<file path="config.mk">
export PLATFORM = sky130hd
export DESIGN_NAME = alu_add_seq
export DESIGN_NICKNAME = d
export VERILOG_FILES = /design/src/rtl/alu_pkg.sv /design/src/rtl/Full_adder_8bit.sv /design/src/rtl/alu_add_seq.sv
export SDC_FILE = /design/constraint.sdc
export NUM_CORES = 1
export LEC_CHECK = 0
export CAP_MARGIN = 10
export CELL_PAD_IN_SITES_DETAIL_PLACEMENT = 2
export CELL_PAD_IN_SITES_GLOBAL_PLACEMENT = 2
export CORE_AREA = 4 4 118 143
export DETAILED_ROUTE_END_ITERATION = 8
export DIE_AREA = 0 0 122 147
export HOLD_SLACK_MARGIN = 0.02
export PLACE_DENSITY_LB_ADDON = 0.08
export RECOVER_POWER = 25
export SLEW_MARGIN = 20
export SYNTH_ARGS = -nofsm -noshare
export SYNTH_HDL_FRONTEND = slang
export SYNTH_HIERARCHICAL = 1
export SYNTH_SLANG_ARGS = --single-unit
</file>
<file path="constraint.sdc">
create_clock -name clk -period 5.79 [get_ports clk]
set_clock_uncertainty 0.1 [all_clocks]
set_input_delay 1.158 -clock clk [delete_from_list [all_inputs] [get_ports clk]]
set_output_delay 1.158 -clock clk [all_outputs]
set_load 0.02 [all_outputs]
</file>
<file path="src/rtl/alu_pkg.sv">
`default_nettype none
// ============================================================================
// Module   : alu_pkg
// Purpose  : Shared FSM state encoding, operation codes and default width
// Revision : 1.0  initial release
// ============================================================================
package alu_pkg;

    localparam int NBYTES_DEFAULT = 4;

    localparam logic [1:0] IDLE = 2'd0;
    localparam logic [1:0] RUN  = 2'd1;
    localparam logic [1:0] DONE = 2'd2;

    localparam logic OP_ADD = 1'b0;
    localparam logic OP_SUB = 1'b1;

endpackage
`default_nettype wire

</file>
<file path="src/rtl/Full_adder_8bit.sv">
`default_nettype none
// ============================================================================
// Module   : Full_adder_8bit
// Purpose  : 8-bit ripple-carry adder built from single-bit full-adder cells
// Revision : 1.0  initial release
// ============================================================================
module Full_adder_8bit (
    input  logic [7:0] a,
    input  logic [7:0] b,
    input  logic       cin,
    output logic [7:0] sum,
    output logic       cout
);

    logic [8:0] w_c;

    assign w_c[0] = cin;

    for (genvar i = 0; i < 8; i++) begin : g_bit
        assign sum[i]   = a[i] ^ b[i] ^ w_c[i];
        assign w_c[i+1] = (a[i] & b[i]) | (w_c[i] & (a[i] ^ b[i]));
    end

    assign cout = w_c[8];

endmodule
`default_nettype wire

</file>
<file path="src/rtl/alu_add_seq.sv">
`default_nettype none
// ============================================================================
// Module   : alu_add_seq
// Purpose  : Byte-serial W-bit add/subtract through one shared 8-bit adder
// Revision : 1.0  initial release
// ============================================================================
module alu_add_seq
    import alu_pkg::*;
#(
    parameter  int NBYTES = NBYTES_DEFAULT,
    localparam int W      = 8 * NBYTES
) (
    input  logic         clk,
    input  logic         rst,
    input  logic         start,
    input  logic         op_sub,
    input  logic [W-1:0] a,
    input  logic [W-1:0] b,
    output logic         busy,
    output logic         done,
    output logic [W-1:0] result,
    output logic         cout,
    output logic         ovf,
    output logic         zero
);

    localparam int            KW     = (NBYTES > 1) ? $clog2(NBYTES) : 1;
    localparam logic [KW-1:0] K_LAST = KW'(NBYTES - 1);

    logic [1:0]    r_state;
    logic [KW-1:0] r_k;
    logic          r_carry;
    logic [W-1:0]  r_a;
    logic [W-1:0]  r_b;
    logic          r_op;
    logic [W-1:0]  r_result;
    logic          r_cout;
    logic          r_ovf;

    logic [7:0]    w_a_byte;
    logic [7:0]    w_b_byte;
    logic [7:0]    w_sum;
    logic          w_cout;
    logic          w_b_msb;

    // Subtraction is A + ~B + 1: invert B here, the +1 comes from the carry load
    assign w_a_byte = r_a[{r_k, 3'b000} +: 8];
    assign w_b_byte = r_b[{r_k, 3'b000} +: 8] ^ {8{r_op == OP_SUB}};
    assign w_b_msb  = r_b[W-1] ^ (r_op == OP_SUB);

    Full_adder_8bit u_adder (
        .a    (w_a_byte),
        .b    (w_b_byte),
        .cin  (r_carry),
        .sum  (w_sum),
        .cout (w_cout)
    );

    always_ff @(posedge clk) begin
        if (rst) begin
            r_state  <= IDLE;
            r_k      <= '0;
            r_carry  <= 1'b0;
            r_a      <= '0;
            r_b      <= '0;
            r_op     <= OP_ADD;
            r_result <= '0;
            r_cout   <= 1'b0;
            r_ovf    <= 1'b0;
        end else begin
            case (r_state)
                IDLE, DONE: begin
                    if (start) begin
                        r_a     <= a;
                        r_b     <= b;
                        r_op    <= op_sub;
                        r_k     <= '0;
                        r_carry <= op_sub;
                        r_state <= RUN;
                    end else begin
                        r_state <= IDLE;
                    end
                end
                RUN: begin
                    r_result[{r_k, 3'b000} +: 8] <= w_sum;
                    r_carry <= w_cout;
                    r_k     <= r_k + 1'b1;
                    if (r_k == K_LAST) begin
                        r_state <= DONE;
                        r_cout  <= w_cout;
                        r_ovf   <= (r_a[W-1] == w_b_msb) && (w_sum[7] != r_a[W-1]);
                    end
                end
                default: r_state <= IDLE;
            endcase
        end
    end

    assign busy   = (r_state == RUN);
    assign done   = (r_state == DONE);
    assign result = r_result;
    assign cout   = r_cout;
    assign ovf    = r_ovf;
    assign zero   = (r_result == '0);

endmodule
`default_nettype wire

</file>
Word-level counts from Yosys, hierarchy flattened --
Index checks and enable logic that the tools add are counted.
Cells by class: add/subtract/negate cells 2, equal/unequal tests 7, shift-type cells 4, multiplexer cells 8, bitwise operators 42, reduce and logical (&&, ||, !) cells 8
Operators by type and width (count):
- variable part select 32 x 6 -> 8 bit | 2
- bitwise mux 32 bit | 1
- logical NOT 32 bit | 1
- variable shift 8 x 7 -> 32 bit, first input constant | 1
- variable part select 8 x 7 -> 32 bit | 1
- bitwise XOR 1 bit | 17
- bitwise AND 1 bit | 16
- bitwise OR 1 bit | 8
- case mux 2 bit (2 select lines) | 2
- bitwise XOR 8 bit | 1
- negator 5 -> 7 bit | 1
- AND reduction 2 bit | 3
- equality test 2 bit, second input constant | 2
- two-way mux 2 bit | 2
- adder 2 x 1 -> 2 bit, second input constant | 1
- equality test 2 x 1 -> 1 bit, second input constant | 1
- logical NOT 2 bit | 1
- two-way mux 1 bit | 2
- != test 2 x 1 -> 1 bit, second input constant | 1
- != test 2 bit, second input constant | 1
- case mux 1 bit (2 select lines) | 1
- nonzero test 2 bit | 1
- OR reduction 2 bit | 1
- equality test 1 bit | 1
- 2 further kinds | 2
Storage, ports and cells: register bits 104, input bits 68, logic and storage cells 80

Longest topological paths before layout --
Gate-level depths: netlist of the first run.
depth after elaboration 20, mapped depth 18, mapped depth without buffers 17

Hierarchy --
The synthesis of the first run kept the hierarchy.
Modules (own cells, without submodules):
- alu_add_seq | instances 1, cells each 476, area an instance 4361.7 sq um, sequential area each 2082.0 sq um
- Full_adder_8bit | instances 1, cells each 18, area an instance 197.7 sq um, sequential area each 0.0 sq um

Worst setup path before layout of the first run --
No wires, ideal clock.
kind register to register, from register r_k[0], to register r_ovf (netlist: ovf), arrival 4729 ps, path slack 870 ps, cell stages (with the launch flop) 19, path buffers 1, clock period less this slack 4920 ps, cell sequence dfxtp_1 buf_6 mux4_2 xor2_1 fa_1 inv_1 fa_1 inv_1 fa_1 fa_1 fa_1 fa_1 fa_1 inv_1 fa_1 inv_1 nor2b_1 mux2i_1 a311oi_1
Between the ends: word-level cells in the longest chain between the ends 20
Ends and longest elaborated chain:
- start, declared | RTL line alu_add_seq.sv:31 | logic [KW-1:0] r_k;
- start signal, assigned | RTL line alu_add_seq.sv:87 | r_k <= r_k + 1'b1;
- variable part select 32 x 6 -> 8 bit * | RTL line alu_add_seq.sv:48 | assign w_b_byte = r_b[{r_k, 3'b000} +: 8] ^ {8{r_op == OP_SUB}};
- bitwise XOR 8 bit * | RTL line alu_add_seq.sv:48
- net w_b_byte[0] | RTL line alu_add_seq.sv:41 | logic [7:0] w_b_byte;
- bitwise XOR 1 bit | RTL line Full_adder_8bit.sv:21 | assign w_c[i+1] = (a[i] & b[i]) | (w_c[i] & (a[i] ^ b[i]));
- bitwise AND 1 bit | RTL line Full_adder_8bit.sv:21
- bitwise OR 1 bit * | RTL line Full_adder_8bit.sv:21
- bitwise AND 1 bit * | RTL line Full_adder_8bit.sv:21
- bitwise OR 1 bit * | RTL line Full_adder_8bit.sv:21
- [... 6 more ...]
- bitwise AND 1 bit * | RTL line Full_adder_8bit.sv:21
- bitwise OR 1 bit * | RTL line Full_adder_8bit.sv:21
- bitwise AND 1 bit * | RTL line Full_adder_8bit.sv:21
- bitwise OR 1 bit * | RTL line Full_adder_8bit.sv:21
- bitwise XOR 1 bit * | RTL line Full_adder_8bit.sv:20 | assign sum[i] = a[i] ^ b[i] ^ w_c[i];
- net w_sum[7] | RTL line alu_add_seq.sv:42 | logic [7:0] w_sum;
- != test 1 bit * | RTL line alu_add_seq.sv:91 | r_ovf <= (r_a[W-1] == w_b_msb) && (w_sum[7] != r_a[W-1]);
- logical AND 1 bit * | RTL line alu_add_seq.sv:91
- end signal, assigned | RTL line alu_add_seq.sv:91
- end, declared | RTL line alu_add_seq.sv:38 | logic r_ovf;
The timed path passes the listed nets; every way through them passes the cells marked *. A chain may end at the register's enable or synchronous reset.

Final worst setup path of the first run --
from register r_k[0], to register r_ovf (netlist: ovf)
RTL lines:
- variable part select 32 x 6 -> 8 bit * | RTL line alu_add_seq.sv:47 | assign w_a_byte = r_a[{r_k, 3'b000} +: 8];
- net w_a_byte[0] | RTL line alu_add_seq.sv:40 | logic [7:0] w_a_byte;
- bitwise XOR 1 bit | RTL line Full_adder_8bit.sv:21
- bitwise AND 1 bit | RTL line Full_adder_8bit.sv:21
- bitwise OR 1 bit * | RTL line Full_adder_8bit.sv:21
- bitwise AND 1 bit * | RTL line Full_adder_8bit.sv:21
- bitwise OR 1 bit * | RTL line Full_adder_8bit.sv:21
- bitwise AND 1 bit * | RTL line Full_adder_8bit.sv:21
- [... 5 more ...]
- bitwise AND 1 bit * | RTL line Full_adder_8bit.sv:21
- bitwise OR 1 bit * | RTL line Full_adder_8bit.sv:21
- bitwise AND 1 bit * | RTL line Full_adder_8bit.sv:21
- bitwise OR 1 bit * | RTL line Full_adder_8bit.sv:21
- bitwise XOR 1 bit * | RTL line Full_adder_8bit.sv:20
- net w_sum[7] | RTL line alu_add_seq.sv:42
- != test 1 bit * | RTL line alu_add_seq.sv:91
- logical AND 1 bit * | RTL line alu_add_seq.sv:91
Marks and branches as above.

==> impl_metrics.yaml, run 1 <==
setup_path:
  worst-setup-path-type: "register to register"
  crit_family: "adder cells"
  cp.depth: 17
  regToRegEndpoint: "ovf"
  end_kind: "register"
  timing.critical_path.slowest_stage_cell: "mux4_1"
  critPathMostFrequentCell: "fa_1"
  worstPathCellList: "buf_4 > mux4_1 > fa_1 > inv_1 > fa_1 > inv_1 > fa_1 > fa_1 > fa_1 > fa_1 > fa_1 > inv_1 > fa_1 > inv_1 > nor2b_1 > mux2i_1 > a311oi_1"
  critPathBufInv: 5
  worstPathRequired_ns: 5.95
  timing.critical_path.fanout_max: 7
  critical_path.max_stage_delay_ns: 0.60
  r2r.worst_path.cells: 17
  setup.worst_path.start_class: "register"
  critical_path.reg2reg.startpoint: "r_k[0]"
  worst-endpoint-arrival_ns: 5.32
  regToRegSetupSlack_ns: 0.63
outcome:
  status: "finished, violations left"
  violated_checks: "max-capacitance violations, max-slew violations"
placement:
  gp_routability_congestion: 0.817
  post_dp_hpwl_um: 10900
  port_buffers: 104
min_path:
  min_delay_path_depth: 2
  timing.hold.worst_endpoint: "r_a[29]"
  min-delay-path-class: "register to register"
  timing.hold.worst.start: "r_a[29]"
synth:
  yosysSeqAreaShare_pct: 45.7
  synth_area_um2: 4560
  synth.lib_cells_used.distinct: 39
  ys_warn_count: 6
  synth_cells: 494
  syn_area_per_cell_um2: 9.23
  yosys_register_bits: 104
  synth_nets: 575
global_routing:
  antenna_violations_before_repair: 0
  grt_pass1_wl_um: 23200
  grt_pass1_vias: 4409
  overflow: 0
  track_usage_pct: 16.6
  grt_start_max_net_pins: 70
power_and_ir_drop:
  fin_total_pwr_mw: 1.69
  power.leakage_nw: 2.24
  power.density_cell_area_nw_per_um2: 281
  peakVddDrop_v: 0.000116
sta:
  worst_slew_margin_rel_pct: -98.9
  max_slew.worst_pin.slew_ns: 2.98
  rsz0062_at_grt: "no"
  setup_tns_ns: 0
  period_needed_ns: 5.16
  hold_viol_final: 0
  setup-violations-final: 0
  max_transition_viols_final: 136
  max_clock_freq_mhz: 194
  final_cycle_share_pct: 89.0
detailed_routing:
  routed_wl_per_cell_um: 18.0
  drc_errors: 0
  antenna_left: 0
  vias: 3874
  initialDrtViolationCount: 122
  detailedRoute.firstPassIterationCount: 4
  avgViaCountPerCell: 4.87
  routed_wirelength_um: 14300
clock_network:
  cts_tree: "built"
  max-clock-path-buffers: 2
  holdBufCountCts: 0
  clock_tree.htree_level_count: 3
  number_of_buffers_added_for_setup_after_cts: 0
  sink_count: 104
  clock_insertion_delay_worst_skew_ns: 0.35
  cts-resized-gates: 0
  cts_clk_pin_slew_worst_paths_ns: 0.07
  numCtsBuffers: 9
  clk_root_buffer_cell: "clkbuf_16"
die:
  die_width_um: 122
  floorplan.die_area_um2: 17900
  rows: 50
  core_region_area_um2: 15500
  top_level_ports: 105
  fp.dieH_um: 147
  start_util_pct: 29.5
layout:
  finalNetCount: 662
  post_route_cells_drive_above_1_share_pct: 7.00
  fin_util_pct: 38.8
  area_growth_pct: 31.6
flow_run:
  max_cap_viol: 2
## area by class of cell
class                   count  area, um2
well taps                 208        260
inverters                  13       51.3
multi-input cells         342       2220
clock buffers              13        260
fillers                  1741       9450
clock inverters             3       40.0
diodes                      1       2.50
repair buffers            111       1080
flip-flops and latches    104       2080
## flip-flops by register name, indices dropped and copies added (netlist names)
name	cells
r_state	2
r_carry	1
ovf	1
r_op	1
r_k	2
r_b	32
cout	1
r_a	32
result	32
## layout by cell type (no fill, tap or decap), drive strengths merged, types with 9 or more instances in the layout
cell type	count
a22o	18
inv	13
clkdlybuf4s50	102
nand4	12
nand2	144
nor2	9
mux4	16
a21oi	82
dfxtp	104
clkbuf	15
## per-layer routing
| metal | wire length (um) | up-vias | global-route usage (%) |
|---|---|---|---|
| met1 | 6220 | 1903 | 19.8 |
| met4 | 269 | 0 | 6.22 |
| met2 | 7390 | 74 | 29.9 |
| li1 | - | 1880 | - |
| met3 | 423 | 17 | 2.19 |
| met5 | 0 | - | 0 |
## stage by stage
step                hold slack [ns]  instances  instance area [um2]  setup WS [ns]
finish                        0.357        795                 6000          0.635
detailed placement            0.353        778                 5700          0.641
floorplan                     0.332        494                 4560          0.870
CTS                           0.363        794                 6000          0.594
global placement              0.342        778                 5700          0.802
global route                  0.380        794                 6000          0.354
## synthesized netlist by cell type
library cell,instances,area (um2)
nand2_1,144,541
dfxtp_1,104,2080
a21oi_1,79,395
a22o_1,18,158
buf_2,17,85.1
inv_1,12,45.0
nand4_1,12,75.1
mux4_2,10,225
fa_1,8,160
nor2_1,8,30.0
nor4_1,8,50.1
xor2_1,8,70.1
mux4_1,6,158
nor2b_1,6,37.5
buf_6,5,56.3
clkbuf_1,5,18.8
ha_1,5,62.6
a32oi_1,4,35.0
buf_1,4,15.0
nand3_1,4,20.0
nand3b_1,4,30.0
a21oi_2,3,26.3
and3_1,2,12.5
and3b_1,2,17.5
buf_4,2,15.0
a311oi_1,1,8.76
a31oi_1,1,6.26
and4_4,1,11.3
and4bb_4,1,16.3
buf_12,1,20.0
clkbuf_2,1,5.00
inv_4,1,6.26
mux2i_1,1,10.0
nand2b_1,1,6.26
nand2b_4,1,13.8
nor2_2,1,6.26
nor3b_2,1,12.5
o21a_1,1,7.51
xnor2_1,1,8.76
## worst max-delay path by stage
stage | end | startpoint | slack (ns)
finish | ovf | r_k[0] | 0.63
global route | ovf | r_k[0] | 0.35
CTS | ovf | r_k[0] | 0.59
detailed placement | ovf | r_k[0] | 0.64
global placement | ovf | r_k[0] | 0.80
floorplan | ovf | r_k[0] | 0.87
## logic make-up after synthesis
family          Yosys count  share of synthesized area [%]
simple gates            196                           19.3
mux                      17                           8.62
xor+xnor                  9                           1.73
buf+inv                  48                           5.84
flops                   104                           45.7
fa+ha+maj                13                           4.88
compound gates          107                           14.0
## worst reg2reg max path, delay by kind of cell (launching register included)
family / cells / cell delay, ns
compound gates: 1 / 0.27
fa+ha+maj: 8 / 2.92
buf+inv: 5 / 0.56
flops: 1 / 0.38
mux: 2 / 0.67
simple gates: 1 / 0.16
## report_power, final
part	internal (mW)	total (mW)	switching, mW
combinational	0.124	0.284	0.160
clock	0.358	0.630	0.272
sequential	0.748	0.771	0.0229
Note: power is estimated with default switching activity, not from simulation.
==> run 2, diff against run 1 <==
Settings changed: CORE_AREA 4 4 118 143 to 2 2 122 148, CTS_CLUSTER_DIAMETER from default to 40, DIE_AREA 0 0 122 147 to 0 0 124 150.
Clock period 5.79 ns to 4.55 ns, I/O delays scaled along.
==> run 2 against run 1 <==
  * The flow finishes with violations (negative setup slack)
  * Maximum frequency grew 10%
  * Final area rose by 2.0%
  * First-iteration DRC count increased by 20%
  * Flip-flop and latch count unchanged
  * Clock power rose by 36%
  * Via count rose by 0.23%
==> impl_metrics.yaml, run 2 (synthesized netlist as in run 1, its figures left out) <==
outcome:
  status: "finished, violations left"
  violated_checks: "negative setup slack"
clock_network:
  cts_clk_pin_slew_worst_paths_ns: 0.07
  clk_root_buffer_cell: "clkbuf_16"
  sink_count: 104
  clock_insertion_delay_worst_skew_ns: 0.35
  max-clock-path-buffers: 2
  holdBufCountCts: 0
  cts_tree: "built"
  clock_tree.htree_level_count: 3
  numCtsBuffers: 9
setup_path:
  critical_path.max_stage_delay_ns: 0.52
  regToRegSetupSlack_ns: -0.12
  setup.worst_path.start_class: "register"
  crit_family: "adder cells"
  worst-endpoint-arrival_ns: 4.82
  worstSetupStartpoint: "r_k[0]"
  critical_path.reg2reg.startpoint: "r_k[0]"
  cp.depth: 17
  worstPathRequired_ns: 4.70
  regToRegEndpoint: "ovf"
  timing.critical_path.fanout_max: 4
  critPathMostFrequentCell: "fa_2"
  worst-setup-path-type: "register to register"
  critPathBufInv: 4
  r2r.worst_path.cells: 17
  end_kind: "register"
  worstPathCellList: "mux4_2 > xor2_2 > fa_2 > inv_2 > fa_2 > inv_2 > fa_2 > fa_2 > fa_2 > fa_2 > fa_2 > inv_2 > fa_1 > inv_2 > nor2b_2 > mux2i_1 > a311oi_1"
  timing.critical_path.slowest_stage_cell: "mux4_2"
sta:
  max_transition_viols_final: 0
  setup_tns_ns: -0.305
  post-route-worst-setup-slack_ns: -0.117
  period_needed_ns: 4.67
  max_clock_freq_mhz: 214
  worst_hold_slack_ns: 0.358
  worst_slew_margin_rel_pct: 7.82
  max_slew.worst_pin.slew_ns: 1.38
  final_cycle_share_pct: 103
  hold_viol_final: 0
  rsz0062_at_grt: "yes"
  setup-violations-final: 4
layout:
  most_common_library_cell_in_the_layout_ignoring_fill_and_taps: "nand2_1"
  fin_util_pct: 35.5
  area_growth_pct: 34.2
  antenna_cells: 0
  post_route_cells_drive_above_1_share_pct: 10.7
  layout.cells.most_common_list: "nand2_1 (144), dfxtp_1 (103), clkdlybuf4s50_1 (102)"
  fillers: 1969
  postLayoutCellArea_um2: 6120
  finalNetCount: 667
detailed_routing:
  initialDrtViolationCount: 147
  avgViaCountPerCell: 4.79
  antenna_left: 0
  drc_errors: 0
  vias: 3883
  detailedRoute.firstPassIterationCount: 4
  routed_wl_per_cell_um: 18.2
  routed_wirelength_um: 14700
power_and_ir_drop:
  power.leakage_nw: 2.25
  peakVddDrop_v: 0.000170
  fin_total_pwr_mw: 2.22
  power.density_cell_area_nw_per_um2: 363
min_path:
  timing.hold.worst.start: "r_a[4]"
  timing.hold.worst_endpoint: "r_a[4]"
  min_delay_path_depth: 2
  min-delay-path-class: "register to register"
flow_run:
  max_cap_viol: 0
global_routing:
  grt_start_max_net_pins: 56
  track_usage_pct: 16.3
  grt_pass1_wl_um: 22500
  antenna_violations_before_repair: 0
  grt_pass1_vias: 4099
  overflow: 0
die:
  start_util_pct: 26.4
  die_width_um: 124
  core_region_area_um2: 17200
  top_level_ports: 105
  floorplan.die_area_um2: 18600
  rows: 53
  fp.dieH_um: 150
placement:
  gp_routability_congestion: 0.756
  port_buffers: 104
  dpl-instance-area_um2: 5750
  post_dp_hpwl_um: 11200
## run 2: cell count changes in the layout (fill, tap and decap cells not counted), moves of 3 or more
cell        change
clkinvlp_4      +3
fa_2            +7
inv_2           +4
clkbuf_1        -3
inv_1           -4
buf_4           +4
fa_1            -7
## run 2: how the worst max path moves through the flow
stage,to
global route,ovf
detailed placement,ovf
global placement,ovf
CTS,ovf
finish,ovf
floorplan,ovf
## run 2: tightest hold or removal path: cells and delay by family, from the launching register on
kind / cells / cell delay, ns
DFF: 1 / 0.31
AOI/OAI and AO/OA: 1 / 0.05
and+or+nand+nor: 1 / 0.05
## run 2: per-stage QoR
stage,setup slack [ns],cells
after floorplan,-0.134,494
after global placement,-0.0729,793
after detailed placement,-0.185,793
after CTS,-0.140,809
after global routing,-0.295,811
final,-0.117,811
## run 2: layout make-up
class                      instances  area, um2  area share (%)
clock buffer                      10        239            3.90
clock inverter                     6       91.3            1.49
inverter                          13       51.3           0.838
multi-input combinational        342       2250            36.7
sequential                       104       2090            34.1
tap                              220        275            4.50
timing repair buffer             116       1130            18.5
## run 2: per-layer routing
metal	part of all wire (%)	GRT usage, %	vias to the layer above	routed length [um]
met5	0	0	-	0
met4	1.3	5.06	0	196
met3	2.6	1.52	12	378
met2	53	30.1	69	7760
met1	43	19.6	1916	6410
li1	-	-	1886	-
## run 2: repair_timing
| item | CTS | global route |
|---|---|---|
| pin swaps | 2 | 1 |
| resized for setup | 9 | 3 |
| endpoints found under the setup margin | 4 | 5 |
| setup buffers | 0 | 2 |
## run 2: report_power, final
part / internal, mW / switching (mW) / leakage [nW]
Combinational: 0.176 / 0.210 / 1.25
Clock: 0.499 / 0.355 / 0.151
Sequential: 0.952 / 0.0313 / 0.850
Total: 1.63 / 0.597 / 2.25
==> run 3, diff against run 2 <==
Settings changed: ABC_AREA from default to 1, CORE_AREA 2 2 122 148 to 2 2 129 157, DIE_AREA 0 0 124 150 to 0 0 131 159.
==> run 3 against run 2 <==
  * Highest routed layer unchanged
  * Synthesized cell count grew 35%
  * Maximum frequency grew 6.1%
  * Register-to-register slack gained 0.27 ns
  * The flow now finishes without violations
  * Final area grew 5.1%
  * Largest cell class unchanged
  * Largest power group unchanged
  * Clock power shrank 6.7%
  * Non-clock buffer count grew 8
  * Setup slack gained 0.27 ns
  * Critical endpoint is now result[31]
==> impl_metrics.yaml, run 3 <==
sta:
  worst_hold_slack_ns: 0.388
  setup_tns_ns: 0
  rsz0062_at_grt: "yes"
  setup-violations-final: 0
  max_clock_freq_mhz: 227
  hold_viol_final: 0
  worst_slew_margin_rel_pct: 51.3
  max_transition_viols_final: 0
  final_cycle_share_pct: 96.7
  max_slew.worst_pin.slew_ns: 0.730
  period_needed_ns: 4.40
setup_path:
  setup.worst_path.start_class: "register"
  end_kind: "register"
  cp.depth: 21
  worstSetupStartpoint: "r_k[0]"
  r2r.worst_path.cells: 21
  timing.critical_path.fanout_max: 7
  worstPathRequired_ns: 4.74
  crit_family: "adder cells"
  critPathBufInv: 6
  critPathMostFrequentCell: "fa_2"
  critical_path.reg2reg.startpoint: "r_k[0]"
  crit_end: "result[31]"
  critical_path.max_stage_delay_ns: 0.41
  worst-setup-path-type: "register to register"
  timing.critical_path.slowest_stage_cell: "fa_1"
  regToRegSetupSlack_ns: 0.15
  regToRegEndpoint: "result[31]"
  worst-endpoint-arrival_ns: 4.58
  worstPathCellList: "inv_6 > nand2_1 > nand3_1 > nand2_1 > xor2_1 > fa_2 > inv_1 > fa_1 > inv_1 > fa_2 > fa_2 > fa_2 > fa_2 > fa_2 > inv_2 > fa_1 > inv_2 > inv_1 > nor3_2 > nand2_1 > a21oi_2"
power_and_ir_drop:
  power.density_cell_area_nw_per_um2: 366
  power.leakage_nw: 2.52
  power.share.switching_pct: 30.4
  clkPwrFrac_pct: 33.9
  fin_total_pwr_mw: 2.35
  peakVddDrop_v: 0.000165
  netSwitchingPower_mw: 0.717
  internal-power_mw: 1.64
  comb_power_share_pct: 23.2
  pwr-share-seq_pct: 43.0
flow_run:
  max_cap_viol: 0
global_routing:
  grt_start_max_net_pins: 62
  grt_pass1_vias: 5082
  grt_pass1_wl_um: 26200
  overflow: 0
  antenna_violations_before_repair: 0
  track_usage_pct: 16.2
synth:
  synth_top_cell_area_share_pct: 43.8
  asyncSetResetFlopFracSynth_pct: 0
  synth_cells: 665
  syn_area_per_cell_um2: 7.15
  ys_warn_count: 6
  synth-edff-count: 0
  synth_nets: 746
  yosys_register_bits: 104
  ys.flop_type: "dfxtp_1"
  synth_area_leader_cell: "dfxtp_1"
  yosysSeqAreaShare_pct: 43.8
  synth_commonest_cells: "nor2_1 (169), nand2_1 (125), dfxtp_1 (104)"
  synth_most_common_cell: "nor2_1"
  synth_area_leaders: "dfxtp_1 (44%), nor2_1 (13%), nand2_1 (9.9%)"
  synth.lib_cells_used.distinct: 25
  synth_area_um2: 4760
detailed_routing:
  avgViaCountPerCell: 4.52
  drc_errors: 0
  vias: 4651
  detailedRoute.firstPassIterationCount: 4
  initialDrtViolationCount: 132
  routed_wl_per_cell_um: 16.0
  antenna_left: 0
  routed_wirelength_um: 16500
layout:
  postLayoutCellArea_um2: 6430
  fin_util_pct: 33.4
  post_route_cells_drive_above_1_share_pct: 8.21
  multi_input_comb_area_um2: 2390
  layout.cells.most_common_list: "nor2_1 (169), nand2_1 (125), clkdlybuf4s50_1 (104)"
  finalNetCount: 844
  layout.area.seq_um2: 2090
  area_growth_pct: 35.3
  antenna_cells: 0
  fillers: 2275
  most_common_library_cell_in_the_layout_ignoring_fill_and_taps: "nor2_1"
die:
  fp.dieH_um: 159
  top_level_ports: 105
  rows: 56
  core_region_area_um2: 19300
  start_util_pct: 24.7
  floorplan.die_area_um2: 20800
  die_width_um: 131
min_path:
  timing.hold.worst.start: "result[29]"
  min-delay-path-class: "register to register"
clock_network:
  clk_root_buffer_cell: "clkbuf_16"
  clock_insertion_delay_worst_skew_ns: 0.35
  numCtsBuffers: 9
  sink_count: 104
  max-clock-path-buffers: 2
  holdBufCountCts: 0
  clock_tree.htree_level_count: 3
  cts_clk_pin_slew_worst_paths_ns: 0.07
  cts_tree: "built"
placement:
  dpl-instance-area_um2: 6090
  post_dp_hpwl_um: 13100
  port_buffers: 104
  gp_routability_congestion: 0.765
outcome:
  status: "finished clean"
==> run 3: changes by cell type in the layout (fill, tap and decap cells not counted), moves of 10 or more <==
cell / delta
o21ai_0: +82
mux4_2: -10
inv_1: +19
a21oi_1: -42
nand3_1: +17
nand2_1: -19
buf_4: +10
a22o_1: -18
nor2_1: +161
==> run 3: worst min-delay path by stage <==
stage / to / slack [ns] / cells past startpoint
4_1_cts: result[26] / 0.39 / 2
5_1_grt: r_b[6] / 0.41 / 2
2_1_floorplan: r_a[10] / 0.35 / 2
3_5_place_dp: r_b[30] / 0.38 / 2
6_report: result[29] / 0.39 / 2
3_3_place_gp: cout / 0.37 / 2
==> run 3: final cells by class <==
type | count | share of cell area [%]
Tap cell | 261 | 5.08
Multi-Input combinational cell | 490 | 37.2
Sequential cell | 104 | 32.4
Timing Repair Buffer | 124 | 18.6
Clock buffer | 11 | 3.77
Inverter | 34 | 2.06
Clock inverter | 4 | 0.856
==> run 3: per-layer routing <==
layer	GRT usage [%]	vias to the layer above	routed length, um
met1	17.6	2239	6630
met4	5.46	0	264
met5	0	-	0
li1	-	2320	-
met3	1.92	19	382
met2	31.5	73	9210
==> run 3: tightest hold or removal path, cell delays in order (launching register included) <==
cell and delay [ns]:
dfxtp_1 0.32, nand2_1 0.07, a21oi_1 0.06
==> run 3: power by group through the flow <==
stage	Clock (mW)	Sequential [mW]	Combinational, mW
3_3_place_gp	0	1.03	0.522
2_1_floorplan	0	1.02	0.305
4_1_cts	0.830	1.01	0.547
3_5_place_dp	0	1.03	0.538
6_report	0.797	1.01	0.546
5_1_grt	0.861	1.02	0.616
==> run 3: timing repair <==
item | 4_1_cts | 5_1_grt
pin swaps | 0 | 1
setup buffers | 0 | 1
gates resized for setup | 7 | 10
endpoints found under the setup margin | 5 | 5
==> run 3: stage by stage <==
stage,setup slack [ns],cells
floorplan,0.0218,665
global placement,-0.0833,1012
detailed placement,-0.266,1012
CTS,0.0199,1027
global route,-0.0489,1028
finish,0.151,1028
==> run 3: logic make-up (layout without fill, tap and decap cells) <==
family,Yosys count,after routing,share of synthesized area (%)
buf+inv,71,173,6.52
simple gates,338,338,29.4
compound gates,131,131,14.2
xor+xnor,8,8,1.47
fa+ha+maj,13,13,4.68
flops,104,104,43.8
